### config.mk
export PLATFORM = sky130hd
export DESIGN_NAME = axis_rr_arbiter
export DESIGN_NICKNAME = d
export VERILOG_FILES = /design/src/rtl/axis_rr_arbiter.sv
export SDC_FILE = /design/constraint.sdc
export NUM_CORES = 1
export LEC_CHECK = 0
export CAP_MARGIN = 20
export CELL_PAD_IN_SITES_DETAIL_PLACEMENT = 0
export CELL_PAD_IN_SITES_GLOBAL_PLACEMENT = 2
export CORE_MARGIN = 2
export CORE_UTILIZATION = 23
export CTS_BUF_LIST = sky130_fd_sc_hd__clkbuf_4 sky130_fd_sc_hd__clkbuf_8 sky130_fd_sc_hd__clkbuf_16
export DETAILED_ROUTE_END_ITERATION = 8
export PLACE_DENSITY = 0.85
export SETUP_SLACK_MARGIN = 0.3
export SYNTH_ARGS = -nofsm -noshare
export SYNTH_HDL_FRONTEND = slang
export SYNTH_SLANG_ARGS = --single-unit
### constraint.sdc
create_clock -name clk -period 2.3 [get_ports clk]
set_input_delay 0.575 -clock clk [delete_from_list [all_inputs] [get_ports clk]]
set_output_delay 0.575 -clock clk [all_outputs]
set_load 0.005 [all_outputs]
### src/rtl/axis_rr_arbiter.sv
// Round-robin, packet-locked AXI-Stream arbiter: four slave streams merged onto one registered master.
// Optional macro AXIS_ARB_PKT_CNT_EN adds per-requester 8-bit end-of-packet counters on pkt_cnt.
//
// state | meaning
// IDLE  | no grant held; arbitrate among valid requesters starting at rr_ptr
// XFER  | grant locked to one requester until its s_last beat is accepted
module axis_rr_arbiter #(
  parameter int DW   = 8,
  parameter int NREQ = 4
) (
  input  logic               clk,
  input  logic               rst,
  input  logic [DW*NREQ-1:0] s_data,
  input  logic [NREQ-1:0]    s_valid,
  input  logic [NREQ-1:0]    s_last,
  output logic [NREQ-1:0]    s_ready,
  output logic [DW-1:0]      m_data,
  output logic               m_valid,
  input  logic               m_ready,
  output logic               m_last,
  output logic [1:0]         grant,
  output logic               busy
`ifdef AXIS_ARB_PKT_CNT_EN
  ,
  output logic [DW*NREQ-1:0] pkt_cnt
`endif
);

  typedef enum logic {IDLE, XFER} state_t;

  state_t        state_q, state_d;
  logic [1:0]    rr_ptr_q, rr_ptr_d;
  logic [1:0]    grant_q, grant_d;
  logic [DW-1:0] m_data_q, m_data_d;
  logic          m_valid_q, m_valid_d;
  logic          m_last_q, m_last_d;

  logic [1:0]    pick;
  logic [1:0]    idx;
  logic          found;
  logic          out_free;
  logic          accept;

  // First valid requester at or above rr_ptr, wrapping 3->0.
  always_comb begin
    pick  = rr_ptr_q;
    found = 1'b0;
    idx   = '0;
    for (int k = 0; k < NREQ; k++) begin
      idx = rr_ptr_q + 2'(k);
      if (!found && s_valid[idx]) begin
        pick  = idx;
        found = 1'b1;
      end
    end
  end

  assign out_free = !m_valid_q || m_ready;
  assign accept   = (state_q == XFER) && s_valid[grant_q] && out_free;

  always_comb begin
    s_ready = '0;
    if (state_q == XFER) begin
      s_ready[grant_q] = out_free;
    end
  end

  always_comb begin
    state_d   = state_q;
    rr_ptr_d  = rr_ptr_q;
    grant_d   = grant_q;
    m_data_d  = m_data_q;
    m_valid_d = m_valid_q;
    m_last_d  = m_last_q;

    if (accept) begin
      m_data_d  = s_data[grant_q*DW +: DW];
      m_last_d  = s_last[grant_q];
      m_valid_d = 1'b1;
    end else if (m_ready) begin
      m_valid_d = 1'b0;
    end

    case (state_q)
      IDLE: begin
        if (found) begin
          grant_d = pick;
          state_d = XFER;
        end
      end
      XFER: begin
        // Only the last beat releases the grant; gaps in s_valid keep it locked.
        if (accept && s_last[grant_q]) begin
          state_d  = IDLE;
          rr_ptr_d = grant_q + 2'd1;
        end
      end
      default: state_d = IDLE;
    endcase
  end

  always_ff @(posedge clk or negedge rst) begin
    if (!rst) begin
      state_q   <= IDLE;
      rr_ptr_q  <= '0;
      grant_q   <= '0;
      m_data_q  <= '0;
      m_valid_q <= 1'b0;
      m_last_q  <= 1'b0;
    end else begin
      state_q   <= state_d;
      rr_ptr_q  <= rr_ptr_d;
      grant_q   <= grant_d;
      m_data_q  <= m_data_d;
      m_valid_q <= m_valid_d;
      m_last_q  <= m_last_d;
    end
  end

  assign m_data  = m_data_q;
  assign m_valid = m_valid_q;
  assign m_last  = m_last_q;
  assign grant   = grant_q;
  assign busy    = (state_q == XFER);

`ifdef AXIS_ARB_PKT_CNT_EN
  logic [7:0] cnt_q [NREQ];

  always_ff @(posedge clk or negedge rst) begin
    if (!rst) begin
      for (int i = 0; i < NREQ; i++) begin
        cnt_q[i] <= '0;
      end
    end else if (accept && s_last[grant_q]) begin
      cnt_q[grant_q] <= cnt_q[grant_q] + 8'd1;
    end
  end

  always_comb begin
    pkt_cnt = '0;
    for (int i = 0; i < NREQ; i++) begin
      pkt_cnt[DW*i +: DW] = DW'(cnt_q[i]);
    end
  end
`endif

endmodule

==> out/results.ini <==
[final_layout]
drive_gt1_share_pct=22.07
antenna_cells=0
syn_to_final_growth_pct=73.65
regArea_um2=377.9
multiInputGateArea_um2=658.1
nFillCells=385
design_area_um2=1814
num-nets-final=193

[placed_design]
gp_congestion=0.7226
port_buffers=59
hpwl_mm=2.136
placed_area_um2=1739
preCtsSetupSlack_ps=-143.9

[clocking]
htreeDepth=1
clock_latency_ps=240
holdBufCountCts=0
cts_tree=yes
cts_made_buffers=3
clk_pin_slew_ps=60
clkSinkCount=15
cts_max_path_buffers=2
cts-root-buf=clkbuf_8

[critical_path]
worstPathRequired_ps=2430
cp.arrival_ps=2090
start_kind=input port
r2r-end=m_data[6]
crit-reg2reg-launch=grant[0]
end_kind=register
crit_family=multiplexers
critPathMaxStageDelay_ps=550
cp_slowest_cell=mux4_2
reg2regPathDepth=4
startpoint=s_valid[3]
cp_cell_sequence=clkdlybuf4s50_1 > mux4_2 > nand3_4 > mux2_4
reg2reg_slack_ps=450
path_max_fanout=9
crit_type=input port to register
crit_buf_inv=1

[timing]
setup_tns_ps=0
fin_worst_skew_ps=1.400
layout_min_cycle_time_ps=1958
rsz0062_at_grt=no
slew_violations=0
relSlewSlack_pct=52.88
tightest_slew_ps=704.6
finalSetupViolCount=0
fmax_ghz=0.5107
hold_violations=0
holdWs_ps=496.0
fin_crit_sh_pct=85.14
final.setup.worst_slack_ps=341.8

[synth]
syn_avg_cell_area_um2=13.57
synth_seq_cells=15
synth_area_leader_cell=dfrtp_1
ys_types=22
synth_area_leaders=dfrtp_1, mux4_1, mux2_4
netlist_area_um2=1045
netlist_instances=77
syn-num-nets=124
ys_warn_count=0
synth-seq-area-share_pct=35.93
yosysTopAreaCellShare_pct=35.93

[global_route]
antenna_found_initial=0
grt_pass1_wl_mm=4.305
grt_util_all_layers_pct=10.71
grt_max_degree=16
grt-ovfl-total=0
grt_pass1_vias=945

[die]
coreArea_um2=4354
ios=60
die_height_um=71.40
row_count=24
die_w_um=71.40
start_util_pct=23.99
die_area_um2=5097

[power_and_ir_drop]
p_int_uw=1325
p_sw_share_pct=32.51
p_leak_uw=0.0007917
power_frac_seq_pct=27.5
power_density_nw_per_um2=1082
p_sw_uw=638.4
irDropWorstVdd_uv=568.0
clock_power_share_pct=11.4
pwr-share-comb_pct=61.1

[detailed_routing]
vias=917
drc=0
firstDrtPassIters=4
wl_per_cell_um=13.46
routed_via_density=4.655
route.antenna.remaining_nets=0
wirelength_mm=2.652
drtIter0Drc=36

[job]
max-cap-violations=0

[min_path]
whs_endpoint=m_last
hold_depth=2
min_from=m_last
hold_class=register to register

[status]
status=finished, final reports clean

==> registers in the layout, indices dropped and copies added, names as in the netlist <==
signal,count
m_last,1
m_data,8
rr_ptr_q,2
m_valid,1
busy,1
grant,2
==> metal layers <==
| layer | GRT usage [%] | part of all wire (%) | wire length [µm] |
|---|---|---|---|
| met1 | 12.64 | 40 | 1066 |
| met2 | 16.87 | 48 | 1260 |
| met3 | 3.938 | 8.9 | 237 |
| met5 | 0 | 0 | 0 |
| met4 | 5.870 | 3.4 | 89 |
==> worst max path at each step <==
stage / end / slack, ps / depth (start not counted)
after CTS: grant[0] / 310 / 2
after global routing: m_data[4] / 300 / 4
after detailed placement: s_ready[0] / -140 / 4
after global placement: s_ready[0] / -90 / 4
final: m_data[6] / 340 / 4
after floorplan: s_ready[0] / 590 / 4
==> power groups by stage <==
stage / clock network, µW / logic (µW) / registers (µW)
after floorplan: 0 / 676 / 510
after global placement: 0 / 1170 / 524
after detailed placement: 0 / 1190 / 527
after CTS: 230 / 1210 / 536
after global routing: 243 / 1300 / 566
final: 224 / 1200 / 540
==> through the flow <==
stage | util [%] | power, µW | instances
after floorplan | - | 1186 | 77
after global placement | 39.94 | 1693 | 192
after detailed placement | 39.94 | 1716 | 192
after CTS | 41.52 | 1977 | 197
after global routing | 41.67 | 2113 | 197
final | 41.67 | 1964 | 197
==> cells by family (layout without fill, tap and decap cells) <==
group | Yosys count | after routing | share of synthesized area (%)
multiplexers | 21 | 21 | 39.28
flip-flops | 15 | 15 | 35.93
AO/OA/AOI/OAI | 10 | 10 | 5.749
adder cells (fa/ha/maj) | 4 | 4 | 4.791
AND/OR/NAND/NOR | 20 | 20 | 11.50
buffers and inverters | 7 | 75 | 2.754
==> placed cells by master, fill, tap and decap left out, types with 3 or more instances in the layout <==
cell	instances
a21oi_1	5
buf_4	6
buf_6	3
clkbuf_8	3
clkdlybuf4s50_1	54
dfrtp_1	13
ha_1	4
inv_1	4
mux2_4	8
mux4_1	9
nand2_1	7
==> tightest hold or removal path, stage by stage (launching register included) <==
cell and delay [ps]:
dfrtp_1 350, nand2_1 50, nand2_1 60
==> timing repair <==
action	4_1_cts	5_1_grt
buffers inserted	1	0
resized for setup	21	3
pin swaps	1	0
endpoints found under the setup margin	5	3
==> synth_stat cells <==
| master | count |
|---|---|
| dfrtp_1 | 15 |
| mux4_1 | 9 |
| mux2_4 | 8 |
| nand2_1 | 7 |
| a21oi_1 | 5 |
| and3_1 | 4 |
| ha_1 | 4 |
| inv_1 | 4 |
| nand2b_1 | 3 |
| buf_2 | 2 |
| mux2i_1 | 2 |
| nor2_1 | 2 |
| nor2b_1 | 2 |
| o21ai_0 | 2 |
| clkbuf_1 | 1 |
| mux2_1 | 1 |
| mux4_2 | 1 |
| nand3_4 | 1 |
| nand4_2 | 1 |
| o21a_1 | 1 |
| o221ai_1 | 1 |
| o32ai_1 | 1 |
==> area by class of cell <==
cell class / count / area share, %
flip-flops and latches: 15 / 20.83
repair buffers: 67 / 35.79
inverters: 4 / 0.8276
multi-input cells: 55 / 36.28
well taps: 52 / 3.586
clock buffers: 4 / 2.690
No activity file was read; power rests on OpenSTA's default activity.
